===== config.mk =====
export PLATFORM = sky130hd
export DESIGN_NAME = muldiv_unit_flat
export DESIGN_NICKNAME = d
export VERILOG_FILES = /design/src/rtl/muldiv_unit_if.sv /design/src/rtl/muldiv_unit.sv /design/src/flat_wrapper.sv
export SDC_FILE = /design/constraint.sdc
export NUM_CORES = 2
export LEC_CHECK = 0
export ABC_AREA = 1
export CAP_MARGIN = 30
export CORE_ASPECT_RATIO = 1.75
export CORE_MARGIN = 2
export CORE_UTILIZATION = 69
export DETAILED_ROUTE_END_ITERATION = 8
export PLACE_DENSITY = 0.91
export SYNTH_ARGS = -nofsm -noshare
export SYNTH_HDL_FRONTEND = slang
export SYNTH_SLANG_ARGS = --single-unit

===== constraint.sdc =====
create_clock -name clk -period 6.2 [get_ports clk]
set_clock_uncertainty 0.1 [all_clocks]
set_input_delay 0.62 -clock clk [delete_from_list [all_inputs] [get_ports clk]]
set_output_delay 0.62 -clock clk [all_outputs]
set_load 0.01 [all_outputs]

===== src/rtl/muldiv_unit_if.sv =====
// muldiv_unit_if: operand/funct/result bundle between the execute stage and the multiply/divide unit
//  master (pipeline): drives start, cancel, Op (funct), A (rs), B (rt); reads busy, HI, LO, C
//  slave  (unit):     reads start, cancel, Op, A, B; drives busy, HI, LO, C
interface muldiv_unit_if;
    logic        start;
    logic        cancel;
    logic [5:0]  Op;
    logic [31:0] A;
    logic [31:0] B;
    logic        busy;
    logic [31:0] HI;
    logic [31:0] LO;
    logic [31:0] C;
    modport master (output start, cancel, Op, A, B, input busy, HI, LO, C);
    modport slave  (input start, cancel, Op, A, B, output busy, HI, LO, C);
endinterface


===== src/rtl/muldiv_unit.sv =====
// muldiv_unit: multi-cycle MIPS mult/multu/div/divu/mthi/mtlo/mfhi/mflo unit with HI/LO registers
//  clk   - rising-edge clock
//  rst_n - asynchronous active-low reset
//  bus   - slave side of muldiv_unit_if (start/cancel/Op/A/B in; busy/HI/LO/C out)
//  MUL_CYCLES - busy cycles for mult/multu (1..16)
module muldiv_unit #(
    parameter int MUL_CYCLES = 4
) (
    input  logic           clk,
    input  logic           rst_n,
    muldiv_unit_if.slave   bus
);
    localparam logic [5:0] F_MFHI  = 6'b010000;
    localparam logic [5:0] F_MTHI  = 6'b010001;
    localparam logic [5:0] F_MFLO  = 6'b010010;
    localparam logic [5:0] F_MTLO  = 6'b010011;
    localparam logic [5:0] F_MULT  = 6'b011000;
    localparam logic [5:0] F_MULTU = 6'b011001;
    localparam logic [5:0] F_DIV   = 6'b011010;
    localparam logic [5:0] F_DIVU  = 6'b011011;

    typedef enum logic [1:0] {IDLE, MUL, DIV_ITER, DIV_FIX} state_t;

    state_t      state_q, state_d;
    logic [5:0]  cnt_q, cnt_d;
    logic [63:0] prod_q, prod_d;
    logic [31:0] rem_q, rem_d;
    logic [31:0] quo_q, quo_d;
    logic [31:0] dvs_q, dvs_d;
    logic        negq_q, negq_d;
    logic        negr_q, negr_d;
    logic        dz_q, dz_d;
    logic [31:0] hi_q, hi_d;
    logic [31:0] lo_q, lo_d;

    logic        accept;
    logic        sgn_mul, sgn_div, neg_a, neg_b;
    logic [63:0] ext_a, ext_b, prod_full;
    logic [32:0] r_sh;
    logic        ge;

    assign accept  = bus.start && !bus.cancel;
    assign sgn_mul = bus.Op == F_MULT;
    assign sgn_div = bus.Op == F_DIV;
    // Lower 64 bits of the product of sign/zero-extended operands equal the signed 33x33 product
    assign ext_a     = {{32{sgn_mul & bus.A[31]}}, bus.A};
    assign ext_b     = {{32{sgn_mul & bus.B[31]}}, bus.B};
    assign prod_full = ext_a * ext_b;
    assign neg_a     = sgn_div & bus.A[31];
    assign neg_b     = sgn_div & bus.B[31];
    // Restoring step: shift next dividend bit into the partial remainder, subtract if it fits
    assign r_sh = {rem_q, quo_q[31]};
    assign ge   = r_sh >= {1'b0, dvs_q};

    always_comb begin
        state_d = state_q;
        cnt_d   = cnt_q;
        prod_d  = prod_q;
        rem_d   = rem_q;
        quo_d   = quo_q;
        dvs_d   = dvs_q;
        negq_d  = negq_q;
        negr_d  = negr_q;
        dz_d    = dz_q;
        hi_d    = hi_q;
        lo_d    = lo_q;
        case (state_q)
            IDLE: if (accept) begin
                case (bus.Op)
                    F_MTHI: hi_d = bus.A;
                    F_MTLO: lo_d = bus.A;
                    F_MULT, F_MULTU: begin
                        prod_d  = prod_full;
                        cnt_d   = 6'(MUL_CYCLES);
                        state_d = MUL;
                    end
                    F_DIV, F_DIVU: begin
                        rem_d   = '0;
                        quo_d   = neg_a ? -bus.A : bus.A;
                        dvs_d   = neg_b ? -bus.B : bus.B;
                        negq_d  = neg_a ^ neg_b;
                        negr_d  = neg_a;
                        dz_d    = bus.B == '0;
                        cnt_d   = 6'd32;
                        state_d = DIV_ITER;
                    end
                    default: ;
                endcase
            end
            MUL: begin
                cnt_d = cnt_q - 6'd1;
                if (cnt_q == 6'd1) begin
                    {hi_d, lo_d} = prod_q;
                    state_d      = IDLE;
                end
            end
            DIV_ITER: begin
                rem_d   = ge ? 32'(r_sh - {1'b0, dvs_q}) : r_sh[31:0];
                quo_d   = {quo_q[30:0], ge};
                cnt_d   = cnt_q - 6'd1;
                state_d = cnt_q == 6'd1 ? DIV_FIX : DIV_ITER;
            end
            DIV_FIX: begin
                // With a zero divisor the remainder already equals the dividend; only LO needs forcing
                lo_d    = dz_q ? 32'hFFFF_FFFF : negq_q ? -quo_q : quo_q;
                hi_d    = negr_q ? -rem_q : rem_q;
                state_d = IDLE;
            end
        endcase
        if (bus.cancel && state_q != IDLE) begin
            state_d = IDLE;
            hi_d    = hi_q;
            lo_d    = lo_q;
        end
    end

    always_ff @(posedge clk or negedge rst_n) begin
        if (!rst_n) begin
            state_q <= IDLE;
            cnt_q   <= '0;
            prod_q  <= '0;
            rem_q   <= '0;
            quo_q   <= '0;
            dvs_q   <= '0;
            negq_q  <= 1'b0;
            negr_q  <= 1'b0;
            dz_q    <= 1'b0;
            hi_q    <= '0;
            lo_q    <= '0;
        end else begin
            state_q <= state_d;
            cnt_q   <= cnt_d;
            prod_q  <= prod_d;
            rem_q   <= rem_d;
            quo_q   <= quo_d;
            dvs_q   <= dvs_d;
            negq_q  <= negq_d;
            negr_q  <= negr_d;
            dz_q    <= dz_d;
            hi_q    <= hi_d;
            lo_q    <= lo_d;
        end
    end

    assign bus.busy = state_q != IDLE;
    assign bus.HI   = hi_q;
    assign bus.LO   = lo_q;
    assign bus.C    = bus.Op == F_MFHI ? hi_q : bus.Op == F_MFLO ? lo_q : '0;
endmodule


===== src/flat_wrapper.sv =====
// flat-port wrapper written by rule: the top's interface ports become plain ports
module muldiv_unit_flat 
#(
    parameter int MUL_CYCLES = 4
)
  (clk, rst_n, bus_start, bus_cancel, bus_Op, bus_A, bus_B, bus_busy, bus_HI, bus_LO, bus_C);
  muldiv_unit_if bus_i ();
  input  logic clk;
  input  logic rst_n;
  input wire logic [$bits(bus_i.start)-1:0] bus_start;
  input wire logic [$bits(bus_i.cancel)-1:0] bus_cancel;
  input wire logic [$bits(bus_i.Op)-1:0] bus_Op;
  input wire logic [$bits(bus_i.A)-1:0] bus_A;
  input wire logic [$bits(bus_i.B)-1:0] bus_B;
  output wire logic [$bits(bus_i.busy)-1:0] bus_busy;
  output wire logic [$bits(bus_i.HI)-1:0] bus_HI;
  output wire logic [$bits(bus_i.LO)-1:0] bus_LO;
  output wire logic [$bits(bus_i.C)-1:0] bus_C;
  assign bus_i.start = bus_start;
  assign bus_i.cancel = bus_cancel;
  assign bus_i.Op = bus_Op;
  assign bus_i.A = bus_A;
  assign bus_i.B = bus_B;
  assign bus_busy = bus_i.busy;
  assign bus_HI = bus_i.HI;
  assign bus_LO = bus_i.LO;
  assign bus_C = bus_i.C;
  muldiv_unit #(.MUL_CYCLES(MUL_CYCLES)) u_core (.clk(clk), .rst_n(rst_n), .bus(bus_i));
endmodule

==> flow_summary.json, run 1 <==
{
  "run_status": "stopped before the end",
  "lastStage": "5_1_grt",
  "error_line": "[ERROR GRT-0116] Global routing finished with congestion. Check the congestion regions in the DRC Viewer.",
  "clock_sinks": 235,
  "grt_max_degree": 154,
  "cts_buffers": 21,
  "grt_pass1_wl_mm": 584,
  "gr-total-overflow": 5757,
  "start_util_pct": 69.7,
  "synth_commonest_cells": "1922 x inv_1, 1868 x nand2_1, 1126 x fa_1",
  "synthArstFlopShare_pct": 100,
  "synth.net_count": 8880,
  "die_w_um": 220,
  "die_y_um": 382,
  "synth_warnings": 0,
  "synth_area_per_cell_um2": 7.58,
  "htree_num_levels": 1,
  "ctsRootBufferMaster": "clkbuf_16",
  "yosysUniqueCellTypes": 60,
  "synth.most_common_cell": "inv_1",
  "track_usage_pct": 95.3,
  "cts_buffer_depth": 3,
  "dpl.hpwl_mm": 202,
  "yosysSeqAreaShare_pct": 10.4,
  "synthTopCellsByArea": "fa_1 40%, inv_1 13%, nand2_1 12%, dfrtp_1 10%, ha_1 5.7%",
  "yosysTopAreaCellShare_pct": 40.0,
  "first_global_vias": 81200,
  "ioPinCount": 171,
  "netlist_area_um2": 56300,
  "netlist_instances": 7425,
  "post-place-ws_ns": -2.54,
  "synth_seq_cells": 235,
  "yosys.area.top_type": "fa_1",
  "synth_flop_cell": "dfrtp_1",
  "synth_edf_count": 0,
  "io_buffers": 170,
  "rows": 138,
  "routabilityCongestion": 1.12
}
logic make-up after synthesis:
kind of cell	Yosys count	synth area share, %
simple gates	2767	20.2
buf+inv	2301	15.5
fa+ha+maj	1381	45.7
compound gates	671	7.06
flops	235	10.4
xor+xnor	70	1.09
per-layer routing:
layer,track usage (%),overflow
met1,85.2,92
met2,122,4326
met3,73.6,79
met4,104,1255
met5,52.4,5
stage by stage:
step                utilization (%)  cell area [µm²]  hold WS, ns  std cells  TNS [ns]
floorplan                         -            58300        0.224       7425    -31.15
global placement               80.7            65200        0.356       9004   -102.53
detailed placement             80.7            65200        0.359       9006   -111.82
CTS                            88.1            71200        0.377       9257    -37.36
repair_timing:
item,in CTS
gates resized for setup,1087
pin swaps,417
hold buffers,1
cloned,28
setup endpoints to repair,54
setup buffers,194
hold endpoints to repair,31
==> run 2: changes to the inputs <==
CORE_ASPECT_RATIO = default   (was 1.75)
CORE_UTILIZATION = 40   (was 69)
PLACE_DENSITY = default   (was 0.91)
PLACE_DENSITY_LB_ADDON = 0.15   (was default)
==> run 2 against run 1 <==
Effect of this change:
- the flow now finishes, with violations (negative setup slack)
- synthesized cell count unchanged
- area after synthesis did not move
==> flow_summary.json, run 2 <==
{
  "run_status": "finished with violations",
  "violations": "negative setup slack",
  "cts_buffer_depth": 3,
  "netlist_instances": 7425,
  "drt_iter0_drc": 3693,
  "dieArea_um2": 144000,
  "final-max-slew-violation-count": 0,
  "yosysSeqAreaShare_pct": 10.4,
  "synth.most_common_cell": "inv_1",
  "drc": 0,
  "yosysTopAreaCellShare_pct": 40.0,
  "fin_cells": 9990,
  "coreArea_um2": 140000,
  "yosys.area.top_type": "fa_1",
  "fin_crit_ns": 7.31,
  "area_growth_pct": 28.3,
  "crit_arrival_ns": 7.69,
  "ctsRootBufferMaster": "clkbuf_16",
  "slew_headroom_pct": 32.1,
  "vias": 50900,
  "setup_slack_ns": -1.11,
  "clock_sinks": 235,
  "setup_violations": 45,
  "synth.net_count": 8880,
  "die_y_um": 379,
  "largest_reg_flops": 64,
  "worstMarginPinSlew_ns": 1.01,
  "nNetsFinal": 9544,
  "fill_cells": 13400,
  "dpl.hpwl_mm": 185,
  "io_buffers": 170,
  "synth_edf_count": 0,
  "synthTopCellsByArea": "fa_1 40%, inv_1 13%, nand2_1 12%, dfrtp_1 10%, ha_1 5.7%",
  "synth_warnings": 0,
  "grt_pass1_wl_mm": 333,
  "routabilityCongestion": 0.969,
  "htree_num_levels": 1,
  "synth_flop_cell": "dfrtp_1",
  "first_global_vias": 53000,
  "critical_path.startpoint": "bus_Op[5]",
  "die_w_um": 379,
  "cts_buffers": 28,
  "critPathRequiredTime_ns": 6.58,
  "crit_type": "in2reg",
  "endpoint_kind": "register",
  "layout_commonest_cell": "inv_1",
  "ioPinCount": 171,
  "synth_area_per_cell_um2": 7.58,
  "track_usage_pct": 31.0,
  "synth_commonest_cells": "1922 x inv_1, 1868 x nand2_1, 1126 x fa_1",
  "fmax_ghz": 0.137,
  "antenna_left": 0,
  "start_kind": "primary input",
  "wirelength_mm": 222,
  "start_util_pct": 40.3,
  "yosysUniqueCellTypes": 60,
  "placed_cells": 9769,
  "mostFrequentLayoutCells": "1781 x inv_1, 1720 x nand2_1, 1049 x fa_1, 598 x buf_4, 288 x nand3_1",
  "dr.pass1.iters": 6,
  "rows": 137,
  "holdCritPathClass": "in2async",
  "drv_cap": 0,
  "slowest_delay_ns": 0.59,
  "synthArstFlopShare_pct": 100,
  "rsz0062_at_grt": "yes",
  "final-hold-violation-count": 0,
  "vias_per_cell": 5.10,
  "grt_max_degree": 129,
  "r2r_start": "u_core.state_q[0]",
  "routedWlPerCell_um": 22.3,
  "max_flop_register": "u_core.prod_q",
  "clkTransAtPathRegs_ns": 0.07,
  "synth_seq_cells": 235,
  "drive_above_1_share_pct": 21.9,
  "gr-total-overflow": 0,
  "min_period_over_period_pct": 118,
  "clock_latency_ns": 0.58,
  "antenna_found_initial": 8,
  "netlist_area_um2": 56300,
  "cts_tree": "built",
  "crit_slowest_cell": "fa_2",
  "worstPathMaxFanout": 7
}
==> run 2: final timing paths <==
path                                     end  slack (ns)  depth (start not counted)
setup reg to reg            u_core.quo_q[24]        2.12                         11
min in group clk            u_core.prod_q[1]        0.39                          2
setup / recovery           u_core.prod_q[56]       -1.11                         33
hold reg to reg             u_core.prod_q[1]        0.39                          2
hold / removal               u_core.rem_q[9]        0.01                          1
max in group asynchronous    u_core.cnt_q[1]        4.70                          2
==> run 2: what timing repair did <==
| action | in CTS | in global routing |
|---|---|---|
| pin swaps | 269 | 286 |
| hold buffers | 0 | 0 |
| resized for setup | 731 | 543 |
| setup endpoints to repair | 54 | 53 |
| buffers inserted | 103 | 67 |
| gates cloned | 8 | 8 |
==> run 2: logic make-up (layout without fill, tap and decap cells) <==
kind of cell,Yosys count,after routing,synth area share (%)
AO/OA/AOI/OAI,671,671,7.06
XOR/XNOR,70,70,1.09
adder cells (fa/ha/maj),1381,1381,45.7
buffers and inverters,2301,2985,15.5
flip-flops,235,235,10.4
other,0,5,0
AND/OR/NAND/NOR,2767,2767,20.2
==> run 2: stage by stage <==
step	setup slack (ns)	hold WS (ns)	instance area [µm²]	utilization, %	setup TNS (ns)
after floorplan	-1.33	0.224	58300	-	-31.15
after global placement	-2.52	0.368	65300	46.7	-104.67
after detailed placement	-2.54	0.372	65300	46.8	-105.91
after CTS	-1.24	0.0447	69800	50.0	-37.04
after global routing	-1.33	0.102	72200	51.7	-42.89
final	-1.11	0.0148	72200	51.7	-33.06
==> run 2: worst max-delay path: cells and delay by family <==
kind	cells	cell delay, ns
buffers and inverters	10	1.15
adder cells (fa/ha/maj)	9	4.42
AND/OR/NAND/NOR	14	1.47
==> run 2: area by class of cell <==
class / instances / area [µm²] / share of cell area (%)
antenna: 5 / 12.5 / 0.0173
clock buffer: 37 / 786 / 1.09
clock inverter: 13 / 168 / 0.232
inverter: 1945 / 7370 / 10.2
multi-input combinational: 4889 / 45700 / 63.3
sequential: 235 / 5880 / 8.14
tap: 1876 / 2350 / 3.25
timing repair buffer: 990 / 9970 / 13.8
==> run 2: per-layer routing <==
| layer | track usage (%) | vias to the layer above | wire length [µm] |
|---|---|---|---|
| met5 | 0 | - | 0 |
| met4 | 10.5 | 0 | 9550 |
| met3 | 3.47 | 338 | 14400 |
| met2 | 51.8 | 1624 | 105000 |
| met1 | 41.8 | 25800 | 93100 |
| li1 | - | 23200 | - |
Power of run 2 is not shown: default switching activity piles up to over one toggle a cycle in this logic, so the estimate is an artifact.
